### src/rtl/circular_buffer_reader.sv
// Read-side sequencer for the circular sample buffer: sweeps all entries oldest-first,
// reading RAM with a fixed latency and presenting each sample on a valid/ready stream.
module circular_buffer_reader #(
  parameter int unsigned BUF_LEN = 800,
  parameter int unsigned DATA_W  = 12,
  parameter int unsigned ADDR_W  = 15,
  parameter int unsigned REL_W   = 10,
  parameter int unsigned RD_LAT  = 1
) (
  input  logic              r_clk,
  input  logic              rst_n,
  input  logic              start,
  input  logic [ADDR_W-1:0] oldest_addr,
  output logic              mem_rd_en,
  output logic [ADDR_W-1:0] mem_addr,
  input  logic [DATA_W-1:0] mem_data,
  output logic [DATA_W-1:0] sample,
  output logic [REL_W-1:0]  sample_idx,
  output logic              sample_valid,
  input  logic              sample_ready,
  output logic              sample_last,
  output logic              busy,
  output logic              done
);

  typedef enum logic [2:0] {StIdle, StIssue, StWait, StPresent, StFin} state_e;

  localparam logic [ADDR_W:0]   BufLenWide = (ADDR_W + 1)'(BUF_LEN);
  localparam logic [ADDR_W-1:0] BufLenAddr = ADDR_W'(BUF_LEN);
  localparam logic [REL_W-1:0]  LastRel    = REL_W'(BUF_LEN - 1);
  localparam logic [1:0]        WaitInit   = 2'(RD_LAT - 1);

  state_e            state_q, state_d;
  logic [ADDR_W-1:0] base_q, base_d;
  logic [REL_W-1:0]  rel_q, rel_d;
  logic [1:0]        wait_q, wait_d;
  logic [DATA_W-1:0] sample_q, sample_d;
  logic [REL_W-1:0]  idx_q, idx_d;
  logic [ADDR_W:0]   addr_sum, addr_wrap;

  // One extra bit so base+rel cannot overflow before the wrap subtraction.
  assign addr_sum  = {1'b0, base_q} + (ADDR_W + 1)'(rel_q);
  assign addr_wrap = (addr_sum >= BufLenWide) ? addr_sum - BufLenWide : addr_sum;

  always_comb begin
    state_d   = state_q;
    base_d    = base_q;
    rel_d     = rel_q;
    wait_d    = wait_q;
    sample_d  = sample_q;
    idx_d     = idx_q;
    mem_rd_en = 1'b0;
    mem_addr  = '0;
    done      = 1'b0;
    unique case (state_q)
      StIdle: begin
        if (start) begin
          base_d  = (oldest_addr >= BufLenAddr) ? '0 : oldest_addr;
          rel_d   = '0;
          state_d = StIssue;
        end
      end
      StIssue: begin
        mem_rd_en = 1'b1;
        mem_addr  = ADDR_W'(addr_wrap);
        wait_d    = WaitInit;
        state_d   = StWait;
      end
      StWait: begin
        if (wait_q == 2'd0) begin
          sample_d = mem_data;
          idx_d    = rel_q;
          state_d  = StPresent;
        end else begin
          wait_d = wait_q - 2'd1;
        end
      end
      StPresent: begin
        if (sample_ready) begin
          if (rel_q == LastRel) begin
            state_d = StFin;
          end else begin
            rel_d   = rel_q + REL_W'(1);
            state_d = StIssue;
          end
        end
      end
      StFin: begin
        done    = 1'b1;
        state_d = StIdle;
      end
      default: state_d = StIdle;
    endcase
  end

  always_ff @(posedge r_clk or negedge rst_n) begin
    if (!rst_n) begin
      state_q  <= StIdle;
      base_q   <= '0;
      rel_q    <= '0;
      wait_q   <= '0;
      sample_q <= '0;
      idx_q    <= '0;
    end else begin
      state_q  <= state_d;
      base_q   <= base_d;
      rel_q    <= rel_d;
      wait_q   <= wait_d;
      sample_q <= sample_d;
      idx_q    <= idx_d;
    end
  end

  assign sample       = sample_q;
  assign sample_idx   = idx_q;
  assign sample_valid = (state_q == StPresent);
  assign sample_last  = sample_valid && (idx_q == LastRel);
  assign busy         = (state_q != StIdle);

endmodule

### config.mk
export PLATFORM = sky130hd
export DESIGN_NAME = circular_buffer_reader
export DESIGN_NICKNAME = d
export VERILOG_FILES = /design/src/rtl/circular_buffer_reader.sv
export SDC_FILE = /design/constraint.sdc
export NUM_CORES = 1
export LEC_CHECK = 0
export BUFFER_PORTS_ARGS = -buffer_cell sky130_fd_sc_hd__buf_2
export CORE_ASPECT_RATIO = 1.25
export CORE_MARGIN = 5
export CORE_UTILIZATION = 25
export CTS_BUF_LIST = sky130_fd_sc_hd__clkbuf_4 sky130_fd_sc_hd__clkbuf_8
export DETAILED_ROUTE_END_ITERATION = 8
export PLACE_DENSITY = 0.41
export SETUP_SLACK_MARGIN = 0.4
export SLEW_MARGIN = 10
export SYNTH_ARGS = -nofsm -noshare
export SYNTH_HDL_FRONTEND = slang
export SYNTH_SLANG_ARGS = --single-unit
### constraint.sdc
create_clock -name r_clk -period 10.6 [get_ports r_clk]
set_clock_uncertainty 0.1 [all_clocks]
set_input_delay 1.06 -clock r_clk [delete_from_list [all_inputs] [get_ports r_clk]]
set_output_delay 1.06 -clock r_clk [all_outputs]
set_load 0.005 [all_outputs]
==> flow_metrics.env, run 1 <==
export IMPL_netlist_top_cells_area="dfrtp_1 41%, mux2_2 7.7%, ha_1 5.1%"
export IMPL_rows=46
export IMPL_ios=73
export IMPL_gp_congestion=0.755
export IMPL_grt_pass1_wl_um=13700
export IMPL_p_leak_uw=0.00180
export IMPL_fin_crit_ns=4.90
export IMPL_syn_nets=369
export IMPL_tritoncts="yes"
export IMPL_cts_hold_buf=0
export IMPL_grt_max_degree=53
export IMPL_netlist_top_cells_count="52 x dfrtp_1, 25 x nand2_1, 23 x nor2_1, 22 x mux2_2, 18 x a21oi_1"
export IMPL_worstPathRequired_ns=9.44
export IMPL_hp_class="register to register"
export IMPL_drt_met1_wl_um=3640
export IMPL_start_util=0.254
export IMPL_antenna_left=0
export IMPL_antennaDiodeCount=0
export IMPL_final_hold_viol_count=0
export IMPL_core_um2=12600
export IMPL_syn_area_um2=3200
export IMPL_routed_top_layer="met4"
export IMPL_wl_met2_um=3990
export IMPL_synth_async_reset_ratio=1.00
export IMPL_cts_buffer_depth=2
export IMPL_ys_flop_type="dfrtp_1"
export IMPL_die_width_um=111
export IMPL_layout_nets=434
export IMPL_synth_edf_count=0
export IMPL_yosysWarnings=0
export IMPL_seq_area_frac_synth=0.406
export IMPL_worstPathArrival_ns=3.74
export IMPL_finalPower_uw=645
export IMPL_antenna_found_initial=0
export IMPL_yosysTopAreaCell="dfrtp_1"
export IMPL_cpPeakStageDelay_ns=0.44
export IMPL_syn_to_final_growth_pct=18.8
export IMPL_dpl_cell_count=550
export IMPL_synth_cell_type_count=61
export IMPL_die_h_um=137
export IMPL_drc=0
export IMPL_status="finished clean"
export IMPL_overflow=0
export IMPL_wl_met3_um=445
export IMPL_syn_inst=324
export IMPL_dp_hpwl_um=6270
export IMPL_ys_ff_latch=52
export IMPL_path_clk_slew_ns=0.10
export IMPL_crit_chain="ha_1, fa_1, a211oi_1, o21ai_2, o31ai_2, xnor2_2, nand3_1, o221ai_2, or2_1, or3b_1, a21oi_2, buf_2"
export IMPL_vias=2622
export IMPL_dr_pass1_iters=4
export IMPL_worst_r2r_startpoint="state_q[0]$_DFFE_PN0P_"
export IMPL_powerDensity_nw_per_um2=170
export IMPL_criticalPathCategory="register to output port"
export IMPL_cts_resized=0
export IMPL_slew_limit_headroom=0.304
export IMPL_avgRoutedWirePerCell_um=14.6
export IMPL_finalMaxSlewViolations=0
export IMPL_worst_path_max_delay_cell="dfrtp_1"
export IMPL_synth_top_area_frac=0.406
export IMPL_worst_setup_path_end_kind="output port"
export IMPL_postCtsSetupBuffers=0
export IMPL_clock_sinks=52
export IMPL_drt_total_wl_um=8170
export IMPL_clk_latency_ns=0.31
export IMPL_maxCapViolCount=0
export IMPL_setup_viol=0
export IMPL_track_usage=0.110
export IMPL_final_cells=558
export IMPL_syn_area_per_cell_um2=9.88
export IMPL_final_setup_tns_ns=0
export IMPL_cp_max_fo=9
export IMPL_fin_crit_sh=0.462
export IMPL_critical_path_top_delay_family="compound AO/OA/AOI/OAI gates"
export IMPL_critPathLaunch="rel_q[0]$_DFFE_PN0P_"
export IMPL_rsz0062_at_grt="false"
export IMPL_initialDrtViolationCount=77
export IMPL_via_per_inst=4.70
export IMPL_htreeDepth=2
export IMPL_port_buffers=72
export IMPL_worst_slew_pin_slew_ns=1.04
export IMPL_min_from="sample[7]$_DFFE_PN0P_"
export IMPL_grt_pass1_vias=2702
export IMPL_fin_util=0.302
export IMPL_worstSetupStartpointType="register"
export IMPL_synth_most_common_cell="dfrtp_1"
export IMPL_fmax_ghz=0.204
export IMPL_cts_root_buf="clkbuf_8"
export IMPL_vdd_ir_drop_max_uv=119
export IMPL_numCtsBuffers=5
export IMPL_drive_above_1_share=0.305
export IMPL_path_buf_inv=1
export IMPL_die_area_um2=15200
## layout make-up
| cell class | count | area (um^2) |
|---|---|---|
| clock buffer | 5 | 68.8 |
| clock inverter | 3 | 22.5 |
| fill | 1313 | 8800 |
| inverter | 12 | 45.0 |
| multi-input combinational | 244 | 1780 |
| sequential | 52 | 1300 |
| tap | 168 | 210 |
| timing repair buffer | 74 | 375 |
## report_power, final
| part | switching [uW] | total [uW] | internal (uW) | leakage (uW) |
|---|---|---|---|---|
| combinational | 122 | 239 | 118 | 0.00106 |
| clock | 69.7 | 117 | 47.5 | 0.0000485 |
| sequential | 46.8 | 288 | 241 | 0.000688 |
## final timing paths
kind | end | cells past startpoint | slack (ns)
max reg2reg | rel_q[7]$_DFFE_PN0P_ | 8 | 7.72
max | mem_addr[11] | 12 | 5.70
min in group asynchronous | sample[11]$_DFFE_PN0P_ | 2 | 0.76
max in group asynchronous | base_q[13]$_DFFE_PN0P_ | 2 | 9.19
min reg2reg | sample[7]$_DFFE_PN0P_ | 1 | 0.41
min | sample[7]$_DFFE_PN0P_ | 1 | 0.41
## stage by stage
stage,hold slack [ns],instance area (um^2),setup WS [ns]
6_report,0.412,3800,5.70
5_1_grt,0.442,3800,5.42
4_1_cts,0.417,3800,5.64
3_5_place_dp,0.390,3710,6.00
3_3_place_gp,0.386,3710,6.07
2_1_floorplan,0.380,3200,6.43
## per-layer routing
metal	GRT usage	up-vias
met5	0	-
met4	0.0325	0
met3	0.0257	5
met2	0.188	75
met1	0.139	1243
li1	-	1299
## placed cells by master (no fill, tap or decap), types with 3 or more instances in the layout
cell and count:
a31oi_1 5, o21ai_0 9, xor2_1 8, nand2b_1 4
and3_1 4, mux2i_1 3, nor3b_1 4, inv_1 12
nor2_1 23, nand4_1 3, buf_2 72, and2_1 7
nand3_1 9, a22o_1 12, o21ai_1 3, dfrtp_1 52
a21oi_1 18, clkbuf_8 5, nand2_1 25, or3_1 3
mux2_2 22, xnor2_1 11, a21o_1 5, nor3_1 10
ha_1 13
## flip-flops by register name, indices dropped and copies added, names as in the netlist
| name | flops |
|---|---|
| base_q | 15 |
| rel_q | 10 |
| sample | 12 |
| sample_idx | 10 |
| state_q | 3 |
| wait_q | 2 |
## cells by family (layout without fill, tap and decap cells)
family                   count (synthesis)  count (layout)  share of synthesized area
AND/OR/NAND/NOR                        110             110                      0.181
AO/OA/AOI/OAI                           74              74                      0.168
flip-flops                              52              52                      0.406
buffers and inverters                   28              94                     0.0395
multiplexers                            26              26                     0.0903
XOR/XNOR                                20              20                     0.0571
adder cells (fa/ha/maj)                 14              14                     0.0571
Note: power is estimated with default switching activity, not from simulation.
==> run 2, diff against run 1 <==
==> constraint.sdc (replaced) <==
create_clock -name r_clk -period 5 [get_ports r_clk]
set_clock_uncertainty 0.1 [all_clocks]
set_input_delay 0.5 -clock r_clk [delete_from_list [all_inputs] [get_ports r_clk]]
set_output_delay 0.5 -clock r_clk [all_outputs]
set_load 0.005 [all_outputs]
==> run 2 against run 1 <==
- sequential share of layout area down 0.079 points
- first-iteration DRC count increased by 5.2%
- via count decreased by 1.6%
- wire length decreased by 0.60%
- largest power group unchanged
- largest cell class unchanged
- critical path type unchanged
==> flow_metrics.env, run 2 (synthesized netlist as in run 1, its figures left out) <==
export IMPL_initialDrtViolationCount=81
export IMPL_drc=0
export IMPL_cp_num_cells=12
export IMPL_die_area_um2=15200
export IMPL_grt_max_degree=53
export IMPL_critical_path_top_delay_family="compound AO/OA/AOI/OAI gates"
export IMPL_final_seq_area_um2=1300
export IMPL_p_leak_uw=0.00179
export IMPL_fin_crit_ns=4.26
export IMPL_worst_setup_path_end_kind="output port"
export IMPL_final_hold_viol_count=0
export IMPL_ios=73
export IMPL_dr_pass1_iters=4
export IMPL_grt_pass1_wl_um=13400
export IMPL_multi_input_area_um2=1780
export IMPL_rows=46
export IMPL_post_place_ws_ns=0.942
export IMPL_clk_latency_ns=0.31
export IMPL_fin_crit_sh=0.852
export IMPL_antenna_left=0
export IMPL_holdWs_ns=0.192
export IMPL_dp_hpwl_um=6300
export IMPL_criticalPathCategory="register to output port"
export IMPL_clock_sinks=52
export IMPL_postCtsSetupBuffers=0
export IMPL_antennaDiodeCount=0
export IMPL_final_setup_tns_ns=0
export IMPL_cpPeakStageDelay_ns=0.45
export IMPL_setup_viol=0
export IMPL_worstSetupStartpointType="register"
export IMPL_grt_pass1_vias=2683
export IMPL_port_buffers=72
export IMPL_rsz0062_at_grt="false"
export IMPL_crit_chain="ha_1, fa_1, a211oi_1, o21ai_2, o31ai_2, xnor2_2, nand3_1, o221ai_2, or2_4, or3b_1, a21oi_2, buf_2"
export IMPL_fmax_ghz=0.235
export IMPL_syn_to_final_growth_pct=19.0
export IMPL_antenna_found_initial=0
export IMPL_avgRoutedWirePerCell_um=14.6
export IMPL_drt_total_wl_um=8130
export IMPL_worstPathRequired_ns=4.40
export IMPL_final_common_cell="buf_2"
export IMPL_cp_max_fo=9
export IMPL_path_buf_inv=1
export IMPL_worst_slack_ns=0.738
export IMPL_mostFrequentLayoutCells="72 x buf_2, 52 x dfrtp_1, 25 x nand2_1"
export IMPL_die_h_um=137
export IMPL_powerDensity_nw_per_um2=361
export IMPL_gp_congestion=0.756
export IMPL_worst_path_max_delay_cell="dfrtp_1"
export IMPL_path_clk_slew_ns=0.09
export IMPL_fillCellCount=1330
export IMPL_overflow=0
export IMPL_maxCapViolCount=0
export IMPL_hp_class="primary input to asynchronous set/reset pin"
export IMPL_cts_root_buf="clkbuf_8"
export IMPL_slew_limit_headroom=0.308
export IMPL_cts_hold_buf=0
export IMPL_tritoncts="yes"
export IMPL_numCtsBuffers=5
export IMPL_vias=2579
export IMPL_finalMaxSlewViolations=0
export IMPL_track_usage=0.109
export IMPL_core_um2=12600
export IMPL_drive_above_1_share=0.308
export IMPL_vdd_ir_drop_max_uv=298
export IMPL_status="finished clean"
export IMPL_worst_slew_pin_slew_ns=1.03
export IMPL_start_util=0.254
export IMPL_htreeDepth=2
export IMPL_worstPathArrival_ns=3.66
export IMPL_largest_register_ffs=15
export IMPL_cts_buffer_depth=2
export IMPL_cts_resized=0
export IMPL_die_width_um=111
export IMPL_via_per_inst=4.62
export IMPL_regMostFlops="base_q"
export IMPL_layout_nets=434
export IMPL_r2r_cells=8
run 2: per-layer routing:
metal / wire length [um] / vias up / global-route usage
met1: 3760 / 1217 / 0.137
met4: 99 / 0 / 0.0331
met3: 350 / 6 / 0.0239
li1: - / 1299 / -
met2: 3910 / 57 / 0.188
met5: 0 / - / 0
run 2: cell type report:
class                      count  area share
multi-input combinational    244       0.467
sequential                    52       0.341
inverter                      12      0.0118
tap                          168      0.0552
clock buffer                   6      0.0217
timing repair buffer          74      0.0985
clock inverter                 2     0.00394
run 2: power breakdown:
| group | leakage (uW) | internal [uW] | switching, uW |
|---|---|---|---|
| Combinational | 0.00106 | 252 | 258 |
| Sequential | 0.000688 | 511 | 99.2 |
| Clock | 0.0000434 | 112 | 142 |
run 2: final timing paths:
path | endpoint | startpoint | slack (ns)
hold reg to reg | sample[7]$_DFFE_PN0P_ | sample[7]$_DFFE_PN0P_ | 0.41
max in group asynchronous | base_q[13]$_DFFE_PN0P_ | rst_n | 4.14
min in group r_clk | state_q[1]$_DFFE_PN0P_ | sample_ready | 0.31
setup / recovery | mem_addr[11] | rel_q[0]$_DFFE_PN0P_ | 0.74
setup reg to reg | rel_q[7]$_DFFE_PN0P_ | state_q[0]$_DFFE_PN0P_ | 2.11
hold / removal | sample[0]$_DFFE_PN0P_ | rst_n | 0.19
run 2: per-stage QoR:
step	power, uW	std cells	area [um^2]	util
2_1_floorplan	949	324	3200	-
3_3_place_gp	1140	550	3710	0.294
3_5_place_dp	1140	550	3710	0.294
4_1_cts	1410	558	3810	0.302
5_1_grt	1490	558	3810	0.302
6_report	1380	558	3810	0.302
==> run 3, diff against run 2 <==
--- a/config.mk
+++ b/config.mk
@@ -12,6 +12,7 @@
 export CTS_BUF_LIST = sky130_fd_sc_hd__clkbuf_4 sky130_fd_sc_hd__clkbuf_8
 export DETAILED_ROUTE_END_ITERATION = 8
 export PLACE_DENSITY = 0.41
+export RECOVER_POWER = 25
 export SETUP_SLACK_MARGIN = 0.4
 export SLEW_MARGIN = 10
 export SYNTH_ARGS = -nofsm -noshare
==> run 3 against run 2 <==
- the flow now finishes with violations (max-capacitance violations, max-slew violations)
- non-clock buffer count is the same
- clock power hardly changed
- sequential share of layout area is essentially flat
- final cell count is the same
- wire length about the same
- fmax is the same
- critical path depth unchanged
- die area did not move
- critical endpoint unchanged
- largest cell class unchanged
==> flow_metrics.env, run 3 (synthesized netlist as in run 1, its figures left out) <==
export IMPL_clock_sinks=52
export IMPL_drt_total_wl_um=8130
export IMPL_worstPathArrival_ns=3.66
export IMPL_worstPathRequired_ns=4.40
export IMPL_initialDrtViolationCount=81
export IMPL_htreeDepth=2
export IMPL_finalMaxSlewViolations=53
export IMPL_final_common_cell="buf_2"
export IMPL_die_h_um=137
export IMPL_rows=46
export IMPL_vias=2579
export IMPL_critPathLaunch="rel_q[0]$_DFFE_PN0P_"
export IMPL_worst_r2r_startpoint="state_q[0]$_DFFE_PN0P_"
export IMPL_overflow=0
export IMPL_status="finished with violations"
export IMPL_final_hold_viol_count=0
export IMPL_cts_root_buf="clkbuf_8"
export IMPL_grt_pass1_vias=2683
export IMPL_ios=73
export IMPL_avgRoutedWirePerCell_um=14.6
export IMPL_gp_congestion=0.756
export IMPL_worst_setup_path_end_kind="output port"
export IMPL_grt_max_degree=53
export IMPL_antenna_left=0
export IMPL_cts_hold_buf=0
export IMPL_worstSetupStartpointType="register"
export IMPL_drt_met1_wl_um=3770
export IMPL_track_usage=0.109
export IMPL_port_buffers=72
export IMPL_fin_crit_ns=4.26
export IMPL_die_area_um2=15200
export IMPL_min_from="sample_ready"
export IMPL_antennaDiodeCount=0
export IMPL_rsz0062_at_grt="false"
export IMPL_layout_nets=434
export IMPL_dr_pass1_iters=4
export IMPL_drive_above_1_share=0.305
export IMPL_p_leak_uw=0.00179
export IMPL_mostFrequentLayoutCells="72 x buf_2, 52 x dfrtp_1, 25 x nand2_1"
export IMPL_dp_hpwl_um=6300
export IMPL_wl_met2_um=3910
export IMPL_path_clk_slew_ns=0.09
export IMPL_fmax_ghz=0.235
export IMPL_start_util=0.254
export IMPL_core_um2=12600
export IMPL_wl_met3_um=350
export IMPL_syn_to_final_growth_pct=18.9
export IMPL_routed_top_layer="met4"
export IMPL_clk_latency_ns=0.31
export IMPL_criticalPathCategory="register to output port"
export IMPL_cp_max_fo=9
export IMPL_powerDensity_nw_per_um2=361
export IMPL_drc=0
export IMPL_numCtsBuffers=5
export IMPL_antenna_found_initial=0
export IMPL_failed_checks="max-capacitance violations, max-slew violations"
export IMPL_regMostFlops="base_q"
export IMPL_final_design_area_no_fill_um2=3810
export IMPL_worst_slew_pin_slew_ns=2.87
export IMPL_slew_limit_headroom=-0.915
export IMPL_largest_register_ffs=15
export IMPL_fin_util=0.302
export IMPL_fin_crit_sh=0.852
export IMPL_cts_buffer_depth=2
export IMPL_final_setup_tns_ns=0
export IMPL_via_per_inst=4.62
export IMPL_grt_pass1_wl_um=13400
export IMPL_hp_class="primary input to register"
export IMPL_place_area_um2=3710
export IMPL_maxCapViolCount=1
export IMPL_die_width_um=111
export IMPL_vdd_ir_drop_max_uv=298
export IMPL_tritoncts="yes"
export IMPL_setup_viol=0
==> run 3: cell count changes in the layout (fill, tap and decap cells not counted), sizes merged <==
| cell | change |
|---|---|
| buf | -1 |
| clkbuf | +1 |
==> run 3: what timing repair did <==
action                     CTS  global route
buffers inserted             0             0
setup endpoints to repair    0             1
gates resized for setup      0             1
==> run 3: path summary, 6_finish.rpt <==
path,end,slack [ns],depth (start not counted)
min,state_q[1]$_DFFE_PN0P_,0.31,2
max in group asynchronous,state_q[0]$_DFFE_PN0P_,2.07,2
min reg2reg,sample[7]$_DFFE_PN0P_,0.41,1
max,mem_addr[11],0.74,12
min in group asynchronous,sample[0]$_DFFE_PN0P_,1.09,2
max reg2reg,rel_q[7]$_DFFE_PN0P_,2.11,8
==> run 3: power by group <==
group / internal (uW) / leakage (uW) / total, uW / switching [uW]
clock: 112 / 0.0000434 / 255 / 142
sequential: 512 / 0.000688 / 611 / 99.2
combinational: 252 / 0.00106 / 510 / 258
==> run 3: per-stage QoR <==
step / setup WS [ns] / instances / hold slack (ns) / total power, uW
floorplan: 1.39 / 324 / 0.104 / 949
global placement: 1.03 / 550 / 0.386 / 1140
detailed placement: 0.942 / 550 / 0.392 / 1140
CTS: 0.590 / 558 / 0.220 / 1410
global route: 0.489 / 558 / 0.289 / 1490
finish: 0.738 / 558 / 0.307 / 1380
==> run 3: per-layer routing <==
metal,GRT usage,vias up
met5,0,-
met4,0.0331,0
met3,0.0239,6
met2,0.188,57
met1,0.137,1217
li1,-,1299
==> run 3: final cells by class <==
class                   instances  area, um^2
fillers                      1330        8800
inverters                      12        45.0
clock buffers                   6        82.6
well taps                     168         210
repair buffers                 74         372
flip-flops and latches         52        1300
multi-input cells             244        1780
clock inverters                 2        15.0
==> run 3: worst max-delay path: stages, from the launching register on <==
cell	delay (ns)
dfrtp_1	0.45
ha_1	0.23
fa_1	0.43
a211oi_1	0.32
o21ai_2	0.17
o31ai_2	0.27
xnor2_2	0.17
nand3_1	0.18
o221ai_2	0.30
or2_4	0.22
or3b_1	0.37
a21oi_2	0.11
buf_2	0.13
